<file path="config.mk">
export PLATFORM = sky130hd
export DESIGN_NAME = ex_unit_flat
export DESIGN_NICKNAME = d
export VERILOG_FILES = /design/src/rtl/ex_unit_if.sv /design/src/rtl/ex_unit.sv /design/src/flat_wrapper.sv
export SDC_FILE = /design/constraint.sdc
export NUM_CORES = 1
export LEC_CHECK = 0
export CAP_MARGIN = 0
export CORE_MARGIN = 4
export CORE_UTILIZATION = 35
export DETAILED_ROUTE_END_ITERATION = 8
export HOLD_SLACK_MARGIN = 0.15
export PLACE_DENSITY_LB_ADDON = 0.25
export SYNTH_ARGS = -nofsm -noshare
export SYNTH_HDL_FRONTEND = slang
export SYNTH_SLANG_ARGS = --single-unit
</file>
<file path="constraint.sdc">
create_clock -name clock -period 8.27 [get_ports clock]
set_input_delay 1.654 -clock clock [delete_from_list [all_inputs] [get_ports clock]]
set_output_delay 1.654 -clock clock [all_outputs]
set_load 0.005 [all_outputs]
</file>
<file path="src/rtl/ex_unit_if.sv">
// ---------------------------------------------------------------------------
// ex_unit_if
// Groups the ID/EX-side inputs and EX/MEM-side outputs of the execute stage.
//   master : the pipeline (drives operands and control, observes results)
//   slave  : ex_unit (consumes operands and control, drives results)
// Signals:
//   alusel_i[2:0]     op class        aluop_i[4:0]      op within class
//   op1_i, op2_i      operands        link_addr_i       return address
//   write_i           rf write enable regw_addr_i[4:0]  rf destination
//   mem_offset_i      ld/st offset    wdata_o           result
//   write_o, regw_addr_o, aluop_o     forwarded control
//   mem_addr_o, mem_data_o            ld/st address and store data
//   stall_req_o       hold IF/ID/EX while the divider is running
// Revision: 1.0 - initial release
// ---------------------------------------------------------------------------
`default_nettype none

interface ex_unit_if;
  logic [2:0]  alusel_i;
  logic [4:0]  aluop_i;
  logic [31:0] op1_i;
  logic [31:0] op2_i;
  logic [31:0] link_addr_i;
  logic        write_i;
  logic [4:0]  regw_addr_i;
  logic [31:0] mem_offset_i;
  logic [31:0] wdata_o;
  logic        write_o;
  logic [4:0]  regw_addr_o;
  logic [4:0]  aluop_o;
  logic [31:0] mem_addr_o;
  logic [31:0] mem_data_o;
  logic        stall_req_o;

  modport master (
    output alusel_i, aluop_i, op1_i, op2_i, link_addr_i,
           write_i, regw_addr_i, mem_offset_i,
    input  wdata_o, write_o, regw_addr_o, aluop_o,
           mem_addr_o, mem_data_o, stall_req_o
  );

  modport slave (
    input  alusel_i, aluop_i, op1_i, op2_i, link_addr_i,
           write_i, regw_addr_i, mem_offset_i,
    output wdata_o, write_o, regw_addr_o, aluop_o,
           mem_addr_o, mem_data_o, stall_req_o
  );
endinterface

`default_nettype wire

</file>
<file path="src/rtl/ex_unit.sv">
// ---------------------------------------------------------------------------
// ex_unit
// Execute stage: logic, shift, arithmetic, jump-link, load/store address
// generation and a 32-step restoring divider (DIV/DIVU/REM/REMU).
// Ports:
//   clock  in  rising-edge clock
//   reset  in  synchronous, active-high reset
//   bus    ex_unit_if.slave  operands/control in, results/stall out
// Everything except the divider is purely combinational.
// Revision: 1.0 - initial release
// ---------------------------------------------------------------------------
`default_nettype none

module ex_unit (
  input  wire logic clock,
  input  wire logic reset,
  ex_unit_if.slave  bus
);

  localparam logic [2:0] SEL_NOP   = 3'd0;
  localparam logic [2:0] SEL_LOGIC = 3'd1;
  localparam logic [2:0] SEL_SHIFT = 3'd2;
  localparam logic [2:0] SEL_ARITH = 3'd3;
  localparam logic [2:0] SEL_JUMP  = 3'd4;
  localparam logic [2:0] SEL_LDST  = 3'd5;
  localparam logic [2:0] SEL_DIV   = 3'd6;

  typedef enum logic [1:0] {
    IDLE = 2'd0,
    BUSY = 2'd1,
    DONE = 2'd2
  } div_state_t;

  div_state_t  state;
  logic [4:0]  count;
  logic [31:0] quot;      // dividend bits shift out the top, quotient bits in
  logic [31:0] partial;   // running remainder
  logic [31:0] divisor;
  logic        neg_q;
  logic        neg_r;
  logic        want_rem;
  logic [31:0] result;

  // Entry decode of the divide request
  logic        is_div;
  logic        div_signed;
  logic        div_rem;
  logic        op1_neg;
  logic        op2_neg;
  logic [31:0] mag1;
  logic [31:0] mag2;
  logic        div_zero;
  logic        div_ovf;
  logic [31:0] special;

  assign is_div     = (bus.alusel_i == SEL_DIV);
  assign div_signed = ~bus.aluop_i[0];
  assign div_rem    = bus.aluop_i[1];
  assign op1_neg    = div_signed & bus.op1_i[31];
  assign op2_neg    = div_signed & bus.op2_i[31];
  assign mag1       = op1_neg ? (32'd0 - bus.op1_i) : bus.op1_i;
  assign mag2       = op2_neg ? (32'd0 - bus.op2_i) : bus.op2_i;
  assign div_zero   = (bus.op2_i == 32'd0);
  assign div_ovf    = div_signed & (bus.op1_i == 32'h8000_0000)
                                 & (bus.op2_i == 32'hFFFF_FFFF);

  // Divide-by-zero wins over overflow (they cannot both hold anyway)
  always_comb begin
    special = 32'd0;
    if (div_zero)
      special = div_rem ? bus.op1_i : 32'hFFFF_FFFF;
    else
      special = div_rem ? 32'd0 : 32'h8000_0000;
  end

  // One restoring step: shift next dividend bit into the remainder and
  // subtract the divisor; bit 32 of the trial is the borrow.
  logic [32:0] shifted;
  logic [32:0] trial;
  logic        fits;
  logic [31:0] next_partial;
  logic [31:0] next_quot;
  logic [31:0] final_val;

  assign shifted      = {partial, quot[31]};
  assign trial        = shifted - {1'b0, divisor};
  assign fits         = ~trial[32];
  assign next_partial = fits ? trial[31:0] : shifted[31:0];
  assign next_quot    = {quot[30:0], fits};

  always_comb begin
    final_val = 32'd0;
    if (want_rem)
      final_val = neg_r ? (32'd0 - next_partial) : next_partial;
    else
      final_val = neg_q ? (32'd0 - next_quot) : next_quot;
  end

  always_ff @(posedge clock) begin
    if (reset) begin
      state    <= IDLE;
      count    <= 5'd0;
      quot     <= 32'd0;
      partial  <= 32'd0;
      divisor  <= 32'd0;
      neg_q    <= 1'b0;
      neg_r    <= 1'b0;
      want_rem <= 1'b0;
      result   <= 32'd0;
    end else begin
      case (state)
        IDLE: begin
          if (is_div) begin
            if (div_zero || div_ovf) begin
              result <= special;
              state  <= DONE;
            end else begin
              quot     <= mag1;
              partial  <= 32'd0;
              divisor  <= mag2;
              neg_q    <= op1_neg ^ op2_neg;
              neg_r    <= op1_neg;
              want_rem <= div_rem;
              count    <= 5'd0;
              state    <= BUSY;
            end
          end
        end
        BUSY: begin
          if (!is_div) begin
            state <= IDLE;      // flushed by the pipeline
          end else begin
            quot    <= next_quot;
            partial <= next_partial;
            count   <= count + 5'd1;
            if (count == 5'd31) begin
              result <= final_val;
              state  <= DONE;
            end
          end
        end
        DONE:    state <= IDLE;
        default: state <= IDLE;
      endcase
    end
  end

  // Datapath
  logic [4:0]  shamt;
  logic [31:0] wdata;
  logic        write_en;
  logic [31:0] mem_addr;
  logic [31:0] mem_data;

  assign shamt = bus.op2_i[4:0];

  always_comb begin
    wdata    = 32'd0;
    write_en = bus.write_i;
    mem_addr = 32'd0;
    mem_data = 32'd0;
    case (bus.alusel_i)
      SEL_LOGIC: begin
        case (bus.aluop_i)
          5'd0:    wdata = bus.op1_i & bus.op2_i;
          5'd1:    wdata = bus.op1_i | bus.op2_i;
          5'd2:    wdata = bus.op1_i ^ bus.op2_i;
          default: wdata = 32'd0;
        endcase
      end
      SEL_SHIFT: begin
        case (bus.aluop_i)
          5'd0:    wdata = bus.op1_i << shamt;
          5'd1:    wdata = bus.op1_i >> shamt;
          5'd2:    wdata = $unsigned($signed(bus.op1_i) >>> shamt);
          default: wdata = 32'd0;
        endcase
      end
      SEL_ARITH: begin
        case (bus.aluop_i)
          5'd0:    wdata = bus.op1_i + bus.op2_i;
          5'd1:    wdata = bus.op1_i - bus.op2_i;
          5'd2:    wdata = {31'd0, $signed(bus.op1_i) < $signed(bus.op2_i)};
          5'd3:    wdata = {31'd0, bus.op1_i < bus.op2_i};
          default: wdata = 32'd0;
        endcase
      end
      SEL_JUMP: wdata = bus.link_addr_i;
      SEL_LDST: begin
        mem_addr = bus.op1_i + bus.mem_offset_i;
        mem_data = bus.op2_i;
      end
      SEL_DIV:  wdata = (state == DONE) ? result : 32'd0;
      default:  write_en = 1'b0;   // NOP and undefined classes
    endcase
  end

  // Stall is combinational so the request is visible in the entry cycle.
  assign bus.stall_req_o = ~reset & is_div & ((state == IDLE) | (state == BUSY));
  assign bus.wdata_o     = reset ? 32'd0 : wdata;
  assign bus.write_o     = ~reset & write_en;
  assign bus.regw_addr_o = reset ? 5'd0  : bus.regw_addr_i;
  assign bus.aluop_o     = reset ? 5'd0  : bus.aluop_i;
  assign bus.mem_addr_o  = reset ? 32'd0 : mem_addr;
  assign bus.mem_data_o  = reset ? 32'd0 : mem_data;

endmodule

`default_nettype wire

</file>
<file path="src/flat_wrapper.sv">
// flat-port wrapper written by rule: the top's interface ports become plain ports
module ex_unit_flat 
  (clock, reset, bus_alusel_i, bus_aluop_i, bus_op1_i, bus_op2_i, bus_link_addr_i, bus_write_i, bus_regw_addr_i, bus_mem_offset_i, bus_wdata_o, bus_write_o, bus_regw_addr_o, bus_aluop_o, bus_mem_addr_o, bus_mem_data_o, bus_stall_req_o);
  ex_unit_if bus_i ();
  input  wire logic clock;
  input  wire logic reset;
  input wire logic [$bits(bus_i.alusel_i)-1:0] bus_alusel_i;
  input wire logic [$bits(bus_i.aluop_i)-1:0] bus_aluop_i;
  input wire logic [$bits(bus_i.op1_i)-1:0] bus_op1_i;
  input wire logic [$bits(bus_i.op2_i)-1:0] bus_op2_i;
  input wire logic [$bits(bus_i.link_addr_i)-1:0] bus_link_addr_i;
  input wire logic [$bits(bus_i.write_i)-1:0] bus_write_i;
  input wire logic [$bits(bus_i.regw_addr_i)-1:0] bus_regw_addr_i;
  input wire logic [$bits(bus_i.mem_offset_i)-1:0] bus_mem_offset_i;
  output wire logic [$bits(bus_i.wdata_o)-1:0] bus_wdata_o;
  output wire logic [$bits(bus_i.write_o)-1:0] bus_write_o;
  output wire logic [$bits(bus_i.regw_addr_o)-1:0] bus_regw_addr_o;
  output wire logic [$bits(bus_i.aluop_o)-1:0] bus_aluop_o;
  output wire logic [$bits(bus_i.mem_addr_o)-1:0] bus_mem_addr_o;
  output wire logic [$bits(bus_i.mem_data_o)-1:0] bus_mem_data_o;
  output wire logic [$bits(bus_i.stall_req_o)-1:0] bus_stall_req_o;
  assign bus_i.alusel_i = bus_alusel_i;
  assign bus_i.aluop_i = bus_aluop_i;
  assign bus_i.op1_i = bus_op1_i;
  assign bus_i.op2_i = bus_op2_i;
  assign bus_i.link_addr_i = bus_link_addr_i;
  assign bus_i.write_i = bus_write_i;
  assign bus_i.regw_addr_i = bus_regw_addr_i;
  assign bus_i.mem_offset_i = bus_mem_offset_i;
  assign bus_wdata_o = bus_i.wdata_o;
  assign bus_write_o = bus_i.write_o;
  assign bus_regw_addr_o = bus_i.regw_addr_o;
  assign bus_aluop_o = bus_i.aluop_o;
  assign bus_mem_addr_o = bus_i.mem_addr_o;
  assign bus_mem_data_o = bus_i.mem_data_o;
  assign bus_stall_req_o = bus_i.stall_req_o;
  ex_unit u_core (.clock(clock), .reset(reset), .bus(bus_i));
endmodule
</file>
=== Yosys cells after proc, flatten, opt, wreduce, memory -nomap -nowiden ===
Cells that the tools add are included.

* Word-level logic and storage cells: 113
* Bits in registers: 138
* Output and inout port bits: 108
* Input port bits: 144

* $add $sub $neg: 9
* Order comparisons: 2
* Bitwise operators: 16
* Shift operators: 3
* Eq/ne operators: 20
* Multiplexer cells: 44
* Reductions and logical operators: 10

{| class="wikitable"
|+ Operator list
! kind !! number
|-
| 32-bit 2-to-1 mux || 25
|-
| 32-bit case mux with 2 select lines || 3
|-
| 32-bit case mux with 3 select lines || 2
|-
| 32-bit case mux with 5 select lines || 1
|-
| 32-bit case mux with 4 select lines || 1
|-
| 1-bit by 32-bit subtractor with 32-bit output, first input constant || 4
|-
| 32-bit adder || 2
|-
| 32-bit equality test, second input constant || 2
|-
| 32-bit < comparator || 2
|-
| 33-bit by 32-bit subtractor with 33-bit output || 1
|-
| 32-bit bitwise AND || 1
|-
| 32-bit zero test || 1
|-
| 32-bit OR || 1
|-
| 32-bit by 5-bit << shifter with 32-bit output || 1
|-
| 32-bit by 5-bit right shift with 32-bit output || 1
|-
| 32-bit by 5-bit >>> shifter with 32-bit output || 1
|-
| 32-bit subtractor || 1
|-
| 32-bit XOR || 1
|-
| 5-bit 2-to-1 mux || 5
|-
| 5-bit by 2-bit equality test with 1-bit output, second input constant || 2
|-
| 5-bit case mux with 2 select lines || 1
|-
| 3-bit equality test, second input constant || 3
|-
| 2-bit 2-to-1 mux || 4
|-
| 2-bit by 1-bit inequality test with 1-bit output, second input constant || 4
|-
| 24 further kinds || 34
|}

=== Longest topological paths before layout ===
Gate-level depths: netlist of run 1.

* Depth in word-level cells: 8
* Gate-level depth with buffers: 26
* Gate-level depth less buffers: 24

=== Least setup slack after synthesis of run 1 ===
No wires, ideal clock.

* Path type: input-to-output
* Start: in bus_op2_i[2]
* End: out bus_wdata_o[31]
* Data arrival time: 5,565 ps
* Required time: 6,616 ps
* Stages: 16
* Slack: 1,051 ps
* Buffers on the path: 3
* Path through: inv_1 > clkbuf_1 > clkbuf_1 > clkbuf_1 > ha_1 > a311o_1 > o22ai_1 > o211ai_1 > a21o_1 > a22o_1 > o41a_1 > a41oi_1 > o31a_1 > o41a_1 > nor4_1 > or3b_1

* Cells in the longest elaborated chain, start to end: 4
* Elaborated cells on any way between the ends: 9
* Those cells by class: add/sub: 2; shift: 3; mux: 4

{| class="wikitable"
|+ RTL lines
! item !! RTL line !! source
|-
| from (decl) || flat_wrapper.sv:10 || <nowiki>input wire logic [$bits(bus_i.op2_i)-1:0] bus_op2_i;</nowiki>
|-
| 32-bit subtractor (tied with other cells) || ex_unit.sv:182 || <nowiki>5'd1: wdata = bus.op1_i - bus.op2_i;</nowiki>
|-
| 32-bit case mux with 4 select lines / 32-bit case mux with 3 select lines (equally long branches) || ex_unit.sv:180, ex_unit.sv:172 ||
|-
| 32-bit case mux with 5 select lines * || ex_unit.sv:162 || <nowiki>case (bus.alusel_i)</nowiki>
|-
| 32-bit 2-to-1 mux * || ex_unit.sv:200 || <nowiki>assign bus.wdata_o = reset ? 32'd0 : wdata;</nowiki>
|-
| to (decl) || flat_wrapper.sv:15 || <nowiki>output wire logic [$bits(bus_i.wdata_o)-1:0] bus_wdata_o;</nowiki>
|}

Every way passes the cells marked *; elsewhere a longest branch is shown, timed or not.

=== Final worst setup path of run 1 ===
* Start: in bus_op1_i[0]
* End: out bus_wdata_o[26]

* Cells in the longest elaborated chain, start to end: 4
* Elaborated cells on any way between the ends: 9
* Those cells by class: add/sub: 2; shift: 3; mux: 4

{| class="wikitable"
|+ RTL lines
! item !! RTL line !! source
|-
| from (decl) || flat_wrapper.sv:9 || <nowiki>input wire logic [$bits(bus_i.op1_i)-1:0] bus_op1_i;</nowiki>
|-
| 32-bit subtractor (tied with other cells) || ex_unit.sv:182 ||
|-
| 32-bit case mux with 4 select lines / 32-bit case mux with 3 select lines (equally long branches) || ex_unit.sv:180, ex_unit.sv:172 ||
|-
| 32-bit case mux with 5 select lines * || ex_unit.sv:162 ||
|-
| 32-bit 2-to-1 mux * || ex_unit.sv:200 ||
|}

Marked as above.

==> impl_metrics.csv, run 1 <==
group,metric,value,unit
status,status,"completed",
finish,fin_cells,4141,
logic_synthesis,synth_warnings,0,
placement,place_ws,-78.71,ps
logic_synthesis,synth_cell_types,91,
timing,rsz0062_at_grt,"no",
clock_tree,cts.hold.buffers_added,0,
finish,fillers,6459,
detailed_routing,avgViaCountPerCell,6.220,
clock_tree,cts_sinks,138,
detailed_routing,initialDrtViolationCount,3272,
finish,nets,3662,
timing,fin_skew,7.491,ps
logic_synthesis,async_flop_share,0,
finish,ff_latch_area,2763,sq um
clock_tree,cts_root_buf,"clkbuf_16",
global_route,grt_start_max_net_pins,97,
clock_tree,cts.htree.levels,4,
worst_hold_path,hp-class,"register to register",
worst_setup_path,reg2reg_from,"u_core.quot[31]$_SDFFE_PP0P_",
detailed_routing,routed_wl,111.1,mm
timing,tightest_slew,1299,ps
logic_synthesis,ys.flop_type,"dfxtp_1",
pwr,vdd_drop_max,0.1495,mV
worst_setup_path,worst-endpoint-arrival,6470,ps
logic_synthesis,synth.top_cell.area_share,0.1301,
worst_setup_path,crit_path_end,"bus_wdata_o[26]",
detailed_routing,drc,0,
finish,syn_to_final_growth,20.26,%
timing,tns,0,ps
detailed_routing,num_vias,25760,
timing,hold_viol_final,0,
timing,setup_ws,144.2,ps
placement,portBuffers,251,
worst_setup_path,reg2regPathDepth,24,
floorplan,fp.dieW,254.3,um
clock_tree,clk_latency,440,ps
worst_setup_path,worstPathMaxFanout,4,
detailed_routing,antenna_left,0,
global_route,overflow,0,
clock_tree,cts_buffers,17,
pwr,power_density,111.7,nW/um^2
flow_run,maxCapViolCount,0,
timing,relSlewSlack,0.1320,
logic_synthesis,yosysSeqAreaShare,0.1301,
placement,gp_congestion,1.090,
floorplan,core_area,60250,sq um
global_route,grt.total_usage,0.3296,
global_route,antenna_found_initial,4,
worst_setup_path,worstPathRequired,6620,ps
global_route,grt_pass1_vias,23870,
clock_tree,cts_tree,"yes",
timing,fin_hold_ws,469.9,ps
logic_synthesis,synth_area,21230,sq um
finish,multi_input_area,17100,sq um
logic_synthesis,ys_ff_latch,138,
placement,placedCellCount,4106,
worst_setup_path,critical_path.endpoint_type,"output pin",
detailed_routing,routedWlPerCell,26.82,um
logic_synthesis,ys_top_cells_by_area,"dfxtp_1, ha_1, nor2_1, a21oi_1, o21ai_0",
timing,final_max_slew_viol_count,0,
timing,setup_violations,0,
floorplan,rows,90,
logic_synthesis,syn_inst,3171,
floorplan,num_io_pins,252,
floorplan,die_area,64660,sq um
clock_tree,path_clk_slew,60,ps
worst_setup_path,regToRegEndpoint,"u_core.result[26]$_SDFFE_PP0P_",
clock_tree,clockBufferDepth,2,
timing,timing.fmax,123.1,MHz
floorplan,start_util,0.3524,
timing,fin_crit_sh,0.9826,
worst_setup_path,crit_path_start_kind,"input port",
logic_synthesis,synth-edff-count,0,
pwr,leakagePower,0.009904,uW
worst_setup_path,cp-startpoint,"bus_op1_i[0]",
finish,drive_above_1_share,0.06853,
global_route,grt_pass1_wl,160.6,mm
logic_synthesis,syn-num-nets,3489,
worst_setup_path,r2r_slack,2590,ps
detailed_routing,dr.pass1.iters,9,
timing,layout_min_cycle_time,8126,ps
worst_setup_path,path_class,"input port to output pin",
floorplan,die_h,254.3,um
placement,post-dp-hpwl,87.06,mm
logic_synthesis,avgSynthCellArea,6.695,sq um
worst_hold_path,hp-start,"u_core.divisor[31]$_SDFFE_PP0P_",
logic_synthesis,yosysTopAreaCell,"dfxtp_1",
==> report_power, final <==
group / leakage [uW] / switching (uW) / internal [uW]
Sequential: 0.00112 / 18.1 / 681
Clock: 0.000294 / 315 / 495
Combinational: 0.00849 / 857 / 485
Total: 0.00990 / 1190 / 1660
==> sequential cells by signal, summed over array words and instances, names as in the netlist <==
| name | count |
|---|---|
| u_core.count | 5 |
| u_core.quot | 32 |
| u_core.neg_r | 1 |
| u_core.want_rem | 1 |
| u_core.result | 32 |
| u_core.divisor | 32 |
| u_core.neg_q | 1 |
| u_core.partial | 32 |
| u_core.state | 2 |
==> synthesized netlist by cell type (all sizes together), types with 13 or more instances <==
library cell	number
o211ai	43
inv	155
a222oi	29
nand2b	25
xor2	46
and3	18
o21ai	261
o31ai	34
or4	13
ha	170
nor2	500
o21bai	19
nand2	241
and2	15
o41ai	18
nand4	19
nand3	51
nor2b	24
or3	40
nor3	68
a21o	50
nor4	22
xnor2	141
o21a	25
o22ai	27
mux2i	91
dfxtp	138
a22oi	59
a31oi	65
a21oi	263
a311oi	27
clkbuf	193
buf	36
a211oi	92
==> kinds of logic (layout without fill, tap and decap cells) <==
group / after synthesis / after routing / share of synthesized area
AOI/OAI and AO/OA: 1106 / 1106 / 0.3376
xor gates and xnor gates: 187 / 187 / 0.07715
adders and majority gates: 174 / 174 / 0.1040
buffers and inverters: 385 / 570 / 0.06908
DFF: 138 / 138 / 0.1301
muxes: 107 / 107 / 0.05405
other: 0 / 3 / 0
and+or+nand+nor: 1074 / 1074 / 0.2280
==> worst max-delay path, stage by stage <==
cell and delay (ps):
clkdlybuf4s50_1 560, inv_1 90, ha_1 210, fa_1 400, o21bai_1 170, a21oi_1 150, o211ai_1 210, buf_4 160
a311oi_2 150, a31oi_1 280, nand2b_1 180, o41ai_2 350, a221oi_1 210, buf_4 200, o211ai_1 170, o21ai_0 130
xnor2_1 180, o31ai_1 370, clkdlybuf4s50_1 640
==> cells in the final DEF (no fill, tap or decap), types with 20 or more instances in the layout <==
master,n
dfxtp_1,138
ha_1,170
o21a_1,25
buf_4,134
o22ai_1,26
nand3_1,51
inv_1,151
clkdlybuf4s50_1,245
o21ai_0,256
a22oi_1,59
a21o_1,50
nor2b_1,24
nor3_1,67
nand2_1,241
a222oi_1,29
a211oi_1,92
a31oi_1,64
mux2i_1,91
xnor2_1,141
xor2_1,46
o31ai_1,32
nor4_1,20
a311oi_1,26
or3_1,38
nand2b_1,24
o211ai_1,43
a21oi_1,261
nor2_1,496
==> final cells by class <==
| class | instances | area share |
|---|---|---|
| clock inverters | 11 | 0.005685 |
| flip-flops and latches | 138 | 0.1082 |
| inverters | 156 | 0.02303 |
| well taps | 782 | 0.03833 |
| repair buffers | 383 | 0.1362 |
| clock buffers | 20 | 0.01828 |
| diodes | 3 | 0.0002941 |
| multi-input cells | 2648 | 0.6699 |
==> through the flow <==
step | power [uW] | area (sq um) | util
6_report | 2851 | 25530 | 0.4238
5_1_grt | 2980 | 25520 | 0.4237
4_1_cts | 2813 | 25480 | 0.4229
3_5_place_dp | 2002 | 24860 | 0.4126
3_3_place_gp | 2006 | 24860 | 0.4126
2_1_floorplan | 1503 | 21230 | -
==> routing by layer <==
layer  track usage  routed length, um  vias up  part of all wire
met5             0                 27        -           0.00024
met4        0.1796               7232        4             0.065
met3        0.1045              12550      263              0.11
met2        0.4775              45320     1449              0.41
met1        0.4347              45950    12130              0.41
li1              -                  -    11910                 -
==> how the worst min path moves through the flow <==
stage	slack, ps	to	depth (start not counted)
3_5_place_dp	460	u_core.divisor[31]$_SDFFE_PP0P_	2
3_3_place_gp	460	u_core.divisor[31]$_SDFFE_PP0P_	2
2_1_floorplan	450	u_core.divisor[31]$_SDFFE_PP0P_	2
4_1_cts	470	u_core.divisor[31]$_SDFFE_PP0P_	2
5_1_grt	520	u_core.divisor[16]$_SDFFE_PP0P_	2
6_report	470	u_core.divisor[31]$_SDFFE_PP0P_	2
==> timing repair <==
item	in CTS	in global routing
resized for setup	2	5
hold endpoints to repair	0	0
setup endpoints to repair	2	5
pin swaps	0	2
setup buffers	0	1
(Power assumes the default switching activity.)
==> inputs of run 2 (changes only) <==
--- a/config.mk
+++ b/config.mk
@@ -11,6 +11,7 @@
 export DETAILED_ROUTE_END_ITERATION = 8
 export HOLD_SLACK_MARGIN = 0.15
 export PLACE_DENSITY_LB_ADDON = 0.25
+export REMOVE_ABC_BUFFERS = 1
 export SYNTH_ARGS = -nofsm -noshare
 export SYNTH_HDL_FRONTEND = slang
 export SYNTH_SLANG_ARGS = --single-unit
==> run 2 against run 1 <==
Clock power rose by 9.2%. Sequential share of layout area barely moved. Routed wire length fell by 8.1%. Non-clock buffer count fell by 20. Maximum frequency rose by 2.7%. Final area fell by 0.34%. Flip-flop and latch count did not move. Setup slack improved by 210 ps. Clock skew rose by 7.2 ps. First-iteration DRC count fell by 10%. Largest cell class unchanged. Highest routed layer unchanged.
==> impl_metrics.csv, run 2 (synthesized netlist as in run 1, its figures left out) <==
group,metric,value,unit
timing,hold_viol_final,0,
finish,nets,3642,
clock_tree,cts.htree.levels,4,
placement,gp_congestion,1.002,
detailed_routing,num_vias,25170,
floorplan,num_io_pins,252,
placement,post-dp-hpwl,81.30,mm
floorplan,die_h,254.3,um
worst_setup_path,critical_path.endpoint_type,"output pin",
floorplan,die_area,64660,sq um
timing,timing.fmax,126.4,MHz
timing,setup_ws,358.3,ps
timing,tns,0,ps
pwr,leakagePower,0.009831,uW
global_route,overflow,0,
timing,fin_crit_sh,0.9567,
floorplan,core_area,60250,sq um
placement,place_area,24770,sq um
pwr,power_density,113.0,nW/um^2
floorplan,rows,90,
flow_run,maxCapViolCount,0,
detailed_routing,avgViaCountPerCell,6.108,
worst_setup_path,worst-endpoint-arrival,6260,ps
finish,drive_above_1_share,0.06113,
floorplan,start_util,0.3524,
detailed_routing,routed_wl,102.0,mm
finish,final_cell_mix,"nor2_1, a21oi_1, o21ai_0, clkdlybuf4s50_1, nand2_1",
finish,syn_to_final_growth,19.84,%
global_route,antenna_found_initial,4,
worst_setup_path,worstPathRequired,6620,ps
timing,fin_hold_ws,494.1,ps
worst_setup_path,path_class,"input port to output pin",
finish,final_area,25440,sq um
timing,final_max_slew_viol_count,0,
placement,portBuffers,251,
worst_hold_path,hp-class,"register to register",
global_route,grt_pass1_wl,149.3,mm
timing,setup_violations,0,
detailed_routing,drc,0,
clock_tree,cts_tree,"yes",
detailed_routing,dr.pass1.iters,9,
timing,fin_skew,14.69,ps
finish,fillers,6330,
clock_tree,cts_root_buf,"clkbuf_16",
placement,place_ws,265.4,ps
finish,layout_commonest_cell,"nor2_1",
clock_tree,clockBufferDepth,2,
floorplan,fp.dieW,254.3,um
worst_setup_path,worstPathMaxFanout,4,
global_route,grt_pass1_vias,23650,
finish,finish.utilization,0.4223,
pwr,vdd_drop_max,0.1062,mV
timing,layout_min_cycle_time,7912,ps
global_route,grt.total_usage,0.3004,
status,status,"completed",
timing,tightest_slew,1189,ps
clock_tree,cts_buffers,17,
timing,rsz0062_at_grt,"no",
timing,relSlewSlack,0.2013,
global_route,grt_start_max_net_pins,72,
detailed_routing,initialDrtViolationCount,2938,
clock_tree,path_clk_slew,60,ps
clock_tree,cts_sinks,138,
worst_setup_path,crit_path_start_kind,"input port",
detailed_routing,routedWlPerCell,24.77,um
clock_tree,clk_latency,440,ps
detailed_routing,antenna_left,0,
[run 2: per-layer routing]
| metal | share of wire | GRT usage | vias up |
|---|---|---|---|
| li1 | - | - | 11880 |
| met1 | 0.42 | 0.3976 | 11880 |
| met2 | 0.46 | 0.4931 | 1185 |
| met3 | 0.070 | 0.03671 | 219 |
| met4 | 0.048 | 0.1324 | 6 |
| met5 | 0.00033 | 0 | - |
[run 2: worst max-delay path, cell delays in order]
cell	delay, ps
clkdlybuf4s50_1	480
inv_1	60
ha_1	200
fa_1	400
o21bai_1	190
a21oi_1	130
o211ai_1	230
a311oi_1	190
a31oi_1	250
nand2b_1	180
o41ai_1	350
buf_4	180
a221oi_1	100
buf_4	180
o311ai_0	470
nand3_1	130
a31oi_1	200
o211a_1	180
clkdlybuf4s50_1	500
[run 2: power breakdown]
group          internal (uW)  leakage (uW)  total (uW)  switching (uW)
Sequential               681       0.00112         697            15.8
Combinational            478       0.00839        1290             814
Clock                    573      0.000320         886             313
[run 2: area by class of cell]
cell class	instances	area, sq um	area share
tap	782	978.4	0.03846
antenna	1	2.502	0.00009836
sequential	138	2763	0.1086
clock buffer	20	446.7	0.01756
inverter	156	588.1	0.02311
multi-input combinational	2648	17070	0.6708
timing repair buffer	363	3378	0.1328
clock inverter	12	219.0	0.008606
[run 2: path summary, 6_finish.rpt]
check / start / end / slack, ps / depth (start not counted)
setup / recovery: bus_op1_i[0] / bus_wdata_o[28] / 360 / 19
hold / removal: u_core.divisor[31]$_SDFFE_PP0P_ / u_core.divisor[31]$_SDFFE_PP0P_ / 490 / 2
setup reg to reg: u_core.quot[31]$_SDFFE_PP0P_ / u_core.result[26]$_SDFFE_PP0P_ / 2510 / 23
hold reg to reg: u_core.divisor[31]$_SDFFE_PP0P_ / u_core.divisor[31]$_SDFFE_PP0P_ / 490 / 2
[run 2: metrics by stage]
stage / cells / total power, uW
after floorplan: 2942 / 1454
after global placement: 4087 / 1969
after detailed placement: 4087 / 1962
after CTS: 4119 / 2849
after global routing: 4120 / 3004
final: 4120 / 2875
[run 2: repair_timing]
item	4_1_cts	5_1_grt
gates resized for setup	0	2
hold buffers	0	0
buffers inserted	0	0
endpoints found under the setup margin	0	2
hold endpoints to repair	0	0
